### src/rtl/csa_multiword_adder_seq_if.sv
// Operand/result handshake bundle for csa_multiword_adder_seq.
// SUB_EN adds the op_sub control bit to the operand side.
interface csa_multiword_adder_seq_if #(
  parameter int WORDS = 4
);
  logic                  in_valid;
  logic                  in_ready;
  logic [16*WORDS-1:0]   op_a;
  logic [16*WORDS-1:0]   op_b;
  logic                  op_cin;
`ifdef SUB_EN
  logic                  op_sub;
`endif
  logic                  out_valid;
  logic                  out_ready;
  logic [16*WORDS-1:0]   sum;
  logic                  cout;
  logic                  busy;

`ifdef SUB_EN
  modport master (
    output in_valid, op_a, op_b, op_cin, op_sub, out_ready,
    input  in_ready, out_valid, sum, cout, busy
  );
  modport slave (
    input  in_valid, op_a, op_b, op_cin, op_sub, out_ready,
    output in_ready, out_valid, sum, cout, busy
  );
`else
  modport master (
    output in_valid, op_a, op_b, op_cin, out_ready,
    input  in_ready, out_valid, sum, cout, busy
  );
  modport slave (
    input  in_valid, op_a, op_b, op_cin, out_ready,
    output in_ready, out_valid, sum, cout, busy
  );
`endif
endinterface

### src/rtl/csa_multiword_adder_seq.sv
// Wide adder that streams WORDS x 16-bit words LSW-first through one 16-bit carry-select adder.
// Optional macro SUB_EN adds op_sub (A - B via inverted B and initial carry of 1).

module carry_select_adder_16bit (
  input  logic [15:0] a,
  input  logic [15:0] b,
  input  logic        cin,
  output logic [15:0] sum,
  output logic        cout
);
  logic       c;
  logic [4:0] r0;
  logic [4:0] r1;

  // Each 4-bit group precomputes both carry-in cases; the incoming carry only selects.
  always_comb begin
    c   = cin;
    r0  = '0;
    r1  = '0;
    sum = '0;
    for (int g = 0; g < 4; g++) begin
      r0 = {1'b0, a[4*g +: 4]} + {1'b0, b[4*g +: 4]};
      r1 = r0 + 5'd1;
      sum[4*g +: 4] = c ? r1[3:0] : r0[3:0];
      c = c ? r1[4] : r0[4];
    end
    cout = c;
  end
endmodule

// state | meaning
// IDLE  | waiting for an operand bundle, in_ready high
// RUN   | one word per cycle through the adder, idx selects the word
// DONE  | result valid, held until out_ready
module csa_multiword_adder_seq #(
  parameter int WORDS = 4
) (
  input  logic                       clk,
  input  logic                       rst_n,
  csa_multiword_adder_seq_if.slave   bus
);
  localparam int W     = 16 * WORDS;
  localparam int IDX_W = (WORDS > 1) ? $clog2(WORDS) : 1;
  localparam logic [IDX_W-1:0] IDX_LAST = IDX_W'(WORDS - 1);

  typedef enum logic [1:0] {IDLE, RUN, DONE} state_t;

  state_t           state;
  state_t           state_nxt;
  logic [IDX_W-1:0] idx;
  logic             carry;
  logic [W-1:0]     a_reg;
  logic [W-1:0]     b_reg;
  logic [W-1:0]     sum_reg;
  logic             cout_reg;
`ifdef SUB_EN
  logic             sub_reg;
`endif
  logic [15:0]      add_a;
  logic [15:0]      add_b;
  logic [15:0]      add_sum;
  logic             add_cout;
  logic             accept;
  logic             last;

  assign accept = bus.in_valid && (state == IDLE);
  assign last   = (idx == IDX_LAST);

  always_comb begin
    add_a = '0;
    add_b = '0;
    for (int k = 0; k < WORDS; k++) begin
      if (idx == IDX_W'(k)) begin
        add_a = a_reg[16*k +: 16];
        add_b = b_reg[16*k +: 16];
      end
    end
`ifdef SUB_EN
    if (sub_reg) add_b = ~add_b;
`endif
  end

  carry_select_adder_16bit u_add (
    .a    (add_a),
    .b    (add_b),
    .cin  (carry),
    .sum  (add_sum),
    .cout (add_cout)
  );

  always_ff @(posedge clk or negedge rst_n) begin
    if (!rst_n) state <= IDLE;
    else        state <= state_nxt;
  end

  always_comb begin
    state_nxt = state;
    case (state)
      IDLE:    if (accept) state_nxt = RUN;
      RUN:     if (last) state_nxt = DONE;
      DONE:    if (bus.out_ready) state_nxt = IDLE;
      default: state_nxt = IDLE;
    endcase
  end

  always_ff @(posedge clk or negedge rst_n) begin
    if (!rst_n) begin
      idx      <= '0;
      carry    <= 1'b0;
      a_reg    <= '0;
      b_reg    <= '0;
      sum_reg  <= '0;
      cout_reg <= 1'b0;
`ifdef SUB_EN
      sub_reg  <= 1'b0;
`endif
    end else if (accept) begin
      a_reg <= bus.op_a;
      b_reg <= bus.op_b;
      idx   <= '0;
`ifdef SUB_EN
      sub_reg <= bus.op_sub;
      carry   <= bus.op_sub ? 1'b1 : bus.op_cin;
`else
      carry   <= bus.op_cin;
`endif
    end else if (state == RUN) begin
      for (int k = 0; k < WORDS; k++) begin
        if (idx == IDX_W'(k)) sum_reg[16*k +: 16] <= add_sum;
      end
      carry <= add_cout;
      // idx wraps to 0 on the last word so it never leaves 0..WORDS-1
      if (last) begin
        idx      <= '0;
        cout_reg <= add_cout;
      end else begin
        idx <= idx + 1'b1;
      end
    end
  end

  assign bus.in_ready  = (state == IDLE);
  assign bus.out_valid = (state == DONE);
  assign bus.busy      = (state != IDLE);
  assign bus.sum       = sum_reg;
  assign bus.cout      = cout_reg;
endmodule

### src/flat_wrapper.sv
// flat-port wrapper written by rule: the top's interface ports become plain ports
module csa_multiword_adder_seq_flat 
#(
  parameter int WORDS = 4
)
  (clk, rst_n, bus_in_valid, bus_op_a, bus_op_b, bus_op_cin, bus_out_ready, bus_in_ready, bus_out_valid, bus_sum, bus_cout, bus_busy);
  csa_multiword_adder_seq_if #(.WORDS(WORDS)) bus_i ();
  input  logic clk;
  input  logic rst_n;
  input wire logic [$bits(bus_i.in_valid)-1:0] bus_in_valid;
  input wire logic [$bits(bus_i.op_a)-1:0] bus_op_a;
  input wire logic [$bits(bus_i.op_b)-1:0] bus_op_b;
  input wire logic [$bits(bus_i.op_cin)-1:0] bus_op_cin;
  input wire logic [$bits(bus_i.out_ready)-1:0] bus_out_ready;
  output wire logic [$bits(bus_i.in_ready)-1:0] bus_in_ready;
  output wire logic [$bits(bus_i.out_valid)-1:0] bus_out_valid;
  output wire logic [$bits(bus_i.sum)-1:0] bus_sum;
  output wire logic [$bits(bus_i.cout)-1:0] bus_cout;
  output wire logic [$bits(bus_i.busy)-1:0] bus_busy;
  assign bus_i.in_valid = bus_in_valid;
  assign bus_i.op_a = bus_op_a;
  assign bus_i.op_b = bus_op_b;
  assign bus_i.op_cin = bus_op_cin;
  assign bus_i.out_ready = bus_out_ready;
  assign bus_in_ready = bus_i.in_ready;
  assign bus_out_valid = bus_i.out_valid;
  assign bus_sum = bus_i.sum;
  assign bus_cout = bus_i.cout;
  assign bus_busy = bus_i.busy;
  csa_multiword_adder_seq #(.WORDS(WORDS)) u_core (.clk(clk), .rst_n(rst_n), .bus(bus_i));
endmodule
### config.mk
export PLATFORM = sky130hd
export DESIGN_NAME = csa_multiword_adder_seq_flat
export DESIGN_NICKNAME = d
export VERILOG_FILES = /design/src/rtl/csa_multiword_adder_seq_if.sv /design/src/rtl/csa_multiword_adder_seq.sv /design/src/flat_wrapper.sv
export SDC_FILE = /design/constraint.sdc
export NUM_CORES = 1
export LEC_CHECK = 0
export ABC_AREA = 1
export CORE_MARGIN = 3
export CORE_UTILIZATION = 51
export CTS_CLUSTER_SIZE = 24
export DETAILED_ROUTE_END_ITERATION = 10
export GPL_TIMING_DRIVEN = 0
export PLACE_DENSITY_LB_ADDON = 0.12
export SYNTH_ARGS = -nofsm -noshare
export SYNTH_HDL_FRONTEND = slang
export SYNTH_SLANG_ARGS = --single-unit
export TNS_END_PERCENT = 100
### constraint.sdc
create_clock -name clk -period 4.4 [get_ports clk]
set_input_delay 0.88 -clock clk [delete_from_list [all_inputs] [get_ports clk]]
set_output_delay 0.88 -clock clk [all_outputs]
set_load 0.01 [all_outputs]
==> key figures, run 1 <==
Floorplan
  – Die Span Y: 142 um
  – Die ar.: 20200 um^2
  – Starting Density: a little over half
  – Rows: approximately 50
  – IO Count: 201
  – Die X: 142 um
  – Core Box Area: approximately 18000 um^2

Clock tree
  – Hold_buf cts: 0
  – TritonCTS Buffers: 17
  – H-tree levels: 4
  – Clk buf depth: 2
  – Worst-skew pair later-pin latency: ~0.44 ns
  – Clk sinks: approximately 200
  – # Post-CTS Setup Buffers: 0
  – CTS tree: yes
  – CTS root buf: clkbuf_16
  – Clk slew on worst S/H paths: approximately 0.080 ns

Timing
  – Final min period: between 4 and 5 ns
  – Max-slew headroom: 54.5%
  – Final hold vios: 0
  – Setup Skew: between 0.01 and 0.015 ns
  – Max Freq: 241 MHz
  – Final period utilization: 94.5%
  – Worst-margin pin slew: a little under 0.7 ns
  – Setup ws final: 0.243 ns
  – Hold_ws: roughly 0.42 ns
  – Finish-stage setup viols: 0
  – Pins Over Slew Limit: 0

Yosys
  – Synth Net Count: between 1000 and 1500
  – Dominant synthesized flop cell: dfrtp_1
  – Yosys cell types: 33
  – Xor/xnor share of the synthesized area: under 10%
  – Post-synth top area share: ~52%
  – Mean Syn Cell Area: about 8 um^2
  – Post-Synth Adder-Cell Area: 4.03%
  – Post-synth EDFFs: 0
  – Mux contribution to synthesized area: 0%
  – Mapped Cells: between 1000 and 1500
  – Synthesized cell area: between 9000 and 10000 um^2
  – Simple-gate portion of the synthesized area: between 20% and 30%
  – Post-synth top cells: nand2_1 (616), dfrtp_1 (198), inv_1 (49)
  – Combinational family with the most area after synthesis: simple AND/OR/NAND/NOR gates
  – Most frequent cell after synthesis: nand2_1
  – Async S/R FF share, synth: between 90% and 100%
  – Synth area leaders: dfrtp_1 (52%), nand2_1 (24%), ha_1 (3.2%), o21ai_0 (2.0%), inv_1 (1.9%)
  – Yosys top cell by area: dfrtp_1
  – Synth Register Bits: about 200
  – Synth Area in Compound Gates: 7.84%
  – YS warnings: 0
  – Post-synthesis sequential area ratio: a little over half

Drt
  – Vias: ~8600
  – Detailed-route vias per instance: ~5.2
  – Remaining DRCs: 0
  – Drt total wl: approximately 27000 um
  – DR pass1 iterations: 5
  – Initial DRC Count: approximately 740
  – Post-DRT Antenna Nets: 0
  – Wirelength per Cell: 16.3 um

GRT
  – Global-route wire length before repair: between 40000 and 50000 um
  – Total GRT Usage: between 20% and 30%
  – Antenna violations before repair: 0
  – GRT overflow: 0
  – Largest net degree at the start of global routing: 111
  – Vias in the first global route: 8194

Place
  – Dpl hpwl: roughly 20000 um
  – IO Port Bufs: 200
  – Post-Place Worst Slack: -0.175 ns
  – RD Place Congestion: just under 0.9

Job
  – Max-cap violations: 0

Cells and area
  – Filler cell count: 1531
  – Ant. Diodes: 0
  – Nets@finish: around 1600
  – Area growth from synthesis to layout: 31.4%
  – Layout cell share with drive strength beyond 1: 5.81%

Worst setup path
  – Critical Path RT: 4.73 ns
  – Startpoint Class: flip-flop
  – CP Class: reg -> reg
  – Worst Path Max Fanout: 10
  – Crit path arrival time: between 4 and 5 ns
  – CP endpoint kind: flip-flop

Worst hold path
  – Hold Crit Class: in -> async

Outcome
  – Run status: finished, final reports clean
==> through the flow <==
| step | utilization [%] | std cells | instance area, um^2 | setup TNS [ns] |
|---|---|---|---|---|
| 6_report | 68.6 | 1640 | 12400 | 0 |
| 5_1_grt | 68.6 | 1640 | 12400 | -0.0106 |
| 4_1_cts | 68.4 | 1641 | 12400 | 0 |
| 3_5_place_dp | 65.1 | 1610 | 11800 | -3.27 |
| 3_3_place_gp | 64.9 | 1609 | 11700 | -1131.59 |
| 2_1_floorplan | - | 1180 | 9450 | 0 |
==> final timing paths <==
| path | slack (ns) | to | startpoint | depth (start not counted) |
|---|---|---|---|---|
| hold reg to reg | 0.48 | u_core.bus.sum[12] | u_core.bus.sum[12] | 2 |
| setup reg to reg | 0.24 | u_core.bus.sum[62] | u_core.idx[0] | 25 |
| min in group clk | 0.48 | u_core.bus.sum[12] | u_core.bus.sum[12] | 2 |
| setup / recovery | 0.24 | u_core.bus.sum[62] | u_core.idx[0] | 25 |
| max in group asynchronous | 3.01 | u_core.b_reg[30] | rst_n | 2 |
| hold / removal | 0.42 | u_core.bus.sum[8] | rst_n | 1 |
==> placed cells by master, fill, tap and decap left out, types with 3 or more instances in the layout <==
master,count
clkbuf_2,7
buf_2,11
o21a_1,3
nand2_4,4
nand3_1,28
clkbuf_16,17
a22o_1,3
xnor2_1,3
a21oi_1,28
o31ai_1,9
o31ai_2,3
a221oi_1,11
inv_2,4
o21ai_1,3
inv_1,49
ha_1,22
inv_8,5
clkinv_4,3
nor2_1,41
dfrtp_1,198
clkbuf_1,38
nand2_2,9
clkdlybuf4s50_1,199
a22oi_1,21
fa_1,4
xor2_1,10
nand2_1,616
o21ai_0,37
==> critical path, stage by stage (launching register included) <==
cell      delay [ns]
dfrtp_1         0.43
inv_1           0.12
ha_1            0.21
inv_1           0.15
nor2_4          0.07
clkbuf_2        0.20
a221oi_1        0.55
o31ai_2         0.15
ha_1            0.24
inv_1           0.08
fa_1            0.46
inv_1           0.09
ha_1            0.16
inv_1           0.05
nor2_1          0.16
nand3_1         0.11
nand2_1         0.06
nand2_1         0.08
nand2_4         0.11
nand2_8         0.08
nand2_4         0.11
nand2_4         0.09
nand2_2         0.07
nand2_2         0.09
nand2_1         0.08
nand2_1         0.05
==> per-layer routing <==
layer / GRT usage (%) / up-vias / wire length [um]
met3: 4.23 / 37 / 1780
met1: 38.0 / 4062 / 11700
li1: - / 4132 / -
met4: 8.69 / 0 / 602
met5: 0 / - / 0
met2: 42.9 / 365 / 12700
==> what timing repair did <==
action	CTS	global route
gates resized for setup	4	23
gates cloned	0	0
setup endpoints to repair	48	50
==> area by class of cell <==
class                      instances  area [um^2]  share of cell area, %
sequential                       198         4950                   39.9
multi-input combinational        869         4100                   33.0
timing repair buffer             201         2030                   16.4
clock buffer                      18          429                   3.46
tap                              229          287                   2.31
buffer                            57          244                   1.97
inverter                          54          203                   1.63
clock inverter                    14          159                   1.28
==> cells by family (layout without fill, tap and decap cells) <==
family                   after synthesis  count (layout)
AND/OR/NAND/NOR                      708             708
flip-flops                           198             198
AO/OA/AOI/OAI                        119             119
buffers and inverters                113             344
adder cells (fa/ha/maj)               28              28
XOR/XNOR                              14              14
Power of run 1 is left out: the tool's default activity adds up to more than one toggle a clock period on the data nets, which glitch-free logic cannot reach.
==> run 2, diff against run 1 <==
PLACE_DENSITY = 0.8   (was not set)
PLACE_DENSITY_LB_ADDON = not set   (was 0.12)
SLEW_MARGIN = 20   (was not set)
==> run 2 against run 1 <==
Compared with the run above:
- register-to-register slack improved by 0.03 ns
- global-route usage barely moved
- wire length fell by 0.59%
==> key figures, run 2 (same netlist as run 1, synthesis figures left out) <==
Floorplan
  – Rows: 49 (unchanged)
  – IO Count: 201 (unchanged)
  – Starting Density: 52.2% (unchanged)
  – Die Span Y: 142 um (unchanged)
  – Die ar.: 20200 um^2 (unchanged)
  – Core Box Area: 18100 um^2 (unchanged)
  – Die X: 142 um (unchanged)

Cells and area
  – Commonest non-fill, non-tap cell in the layout: nand2_1
  – Filler cell count: 1468 (-4.1%)
  – Most frequent cells in the layout: nand2_1 (615), clkdlybuf4s50_1 (199), dfrtp_1 (198)
  – Nets@finish: 1559 (unchanged)
  – Ant. Diodes: 0 (unchanged)
  – Layout cell share with drive strength beyond 1: 5.53% (-0.28 points)
  – Post-route cell area: 12400 um^2 (-0.27%)
  – Area growth from synthesis to layout: 31.0%

GRT
  – Antenna violations before repair: 0 (unchanged)
  – Total GRT Usage: 26.9% (about the same)
  – Global-route wire length before repair: 42900 um (+0.68%)
  – Largest net degree at the start of global routing: 101 (-9.0%)
  – GRT overflow: 0 (unchanged)
  – Vias in the first global route: 8410 (+2.6%)

Timing
  – Pins Over Slew Limit: 0 (unchanged)
  – Final period utilization: 93.8% (-0.71 points)
  – Max Freq: 242 MHz (+0.76%)
  – Worst-margin pin slew: 0.754 ns (+0.0710 ns)
  – Setup Skew: 0.00972 ns (-0.00428 ns)
  – RSZ-0062 raised after global routing: no
  – Setup ws final: 0.274 ns (+0.0313 ns)
  – Max-slew headroom: 49.7% (-4.7 points)
  – Final min period: 4.13 ns (-0.0313 ns)
  – Final hold vios: 0 (unchanged)
  – Finish-stage setup viols: 0 (unchanged)

Worst setup path
  – CP endpoint kind: flip-flop
  – Startpoint Class: flip-flop
  – Critical Path RT: 4.73 ns (about the same)
  – Worst Path Max Fanout: 10 (unchanged)
  – Crit path arrival time: 4.45 ns (-0.03 ns)
  – CP Class: reg -> reg

Clock tree
  – Hold_buf cts: 0 (unchanged)
  – Worst-skew pair later-pin latency: 0.44 ns (about the same)
  – Clk buf depth: 2 (unchanged)
  – H-tree levels: 4 (unchanged)
  – Clk slew on worst S/H paths: 0.07 ns (about the same)
  – # Post-CTS Setup Buffers: 0 (unchanged)
  – CTS tree: yes
  – CTS root buf: clkbuf_16
  – Clk sinks: 198 (unchanged)
  – TritonCTS Buffers: 17 (unchanged)

Drt
  – Drt total wl: 26600 um (-0.59%)
  – Detailed-route vias per instance: 5.25 (about the same)
  – Post-DRT Antenna Nets: 0 (unchanged)
  – Remaining DRCs: 0 (unchanged)
  – DR pass1 iterations: 5 (unchanged)
  – Vias: 8603 (+0.081%)
  – Wirelength per Cell: 16.2 um (-0.59%)
  – Initial DRC Count: 638 (-14%)

Job
  – Max-cap violations: 0 (unchanged)

Outcome
  – Run status: finished, final reports clean

Place
  – DP Area: 11800 um^2 (unchanged)
  – Post-Place Worst Slack: -0.0908 ns (+0.0841 ns)
  – Dpl hpwl: 20300 um (+0.82%)
  – RD Place Congestion: 0.886 (+2.6%)
  – IO Port Bufs: 200 (unchanged)

Worst hold path
  – Hold Crit Class: in -> async
-- run 2: layer usage --
metal  part of all wire (%)  global-route usage [%]  up-vias
li1                       -                       -     4151
met1                     44                    38.0     4029
met2                     46                    41.7      368
met3                    6.9                    4.84       55
met4                    3.3                    10.4        0
met5                      0                       0        -
-- run 2: critical path, cell delays in order (launching register included) --
cell and delay, ns:
dfrtp_1 0.43, inv_1 0.11, ha_1 0.14, inv_1 0.07, nor2_1 0.28, clkbuf_2 0.33
a22oi_1 0.13, nand2_1 0.11, o21ai_0 0.08, a21oi_1 0.22, ha_1 0.21, inv_1 0.06
fa_1 0.50, inv_1 0.09, ha_1 0.16, inv_1 0.05, nor2_1 0.13, nand3_1 0.10
nand2_1 0.07, nand2_1 0.08, nand2_4 0.11, nand2_8 0.08, nand2_4 0.10, nand3b_1 0.17
nand3_1 0.14, nand2_1 0.07
-- run 2: layout make-up --
type | count | area, um^2 | share of cell area [%]
buffer | 57 | 235 | 1.90
inverter | 54 | 203 | 1.64
clock inverter | 13 | 138 | 1.11
sequential | 198 | 4950 | 40.0
clock buffer | 19 | 443 | 3.58
multi-input combinational | 869 | 4080 | 33.0
timing repair buffer | 201 | 2030 | 16.4
tap | 229 | 287 | 2.31
-- run 2: metrics by stage --
step,TNS [ns],std cells,utilization [%],hold slack [ns]
after floorplan,0,1180,-,0.444
after global placement,-1088.08,1609,64.9,0.454
after detailed placement,-0.836,1610,65.1,0.461
after CTS,0,1642,68.3,0.480
after global routing,0,1640,68.4,0.497
final,0,1640,68.4,0.466
-- run 2: what timing repair did --
action / in CTS / in global routing
endpoints found under the setup margin: 43 / 50
pin swaps: 0 / 0
resized for setup: 4 / 11
-- run 2: worst paths after layout --
path,start,to,slack [ns],cells past startpoint
worst max-delay path,u_core.idx[0],u_core.bus.sum[13],0.27,25
worst min-delay path,rst_n,u_core.bus.sum[37],0.47,1
worst max register to register,u_core.idx[0],u_core.bus.sum[13],0.27,25
worst min register to register,u_core.bus.sum[49],u_core.bus.sum[49],0.48,2
max in group asynchronous,rst_n,u_core.b_reg[37],3.01,2
min in group clk,u_core.bus.sum[49],u_core.bus.sum[49],0.48,2
Power of run 2 is left out for the same reason.
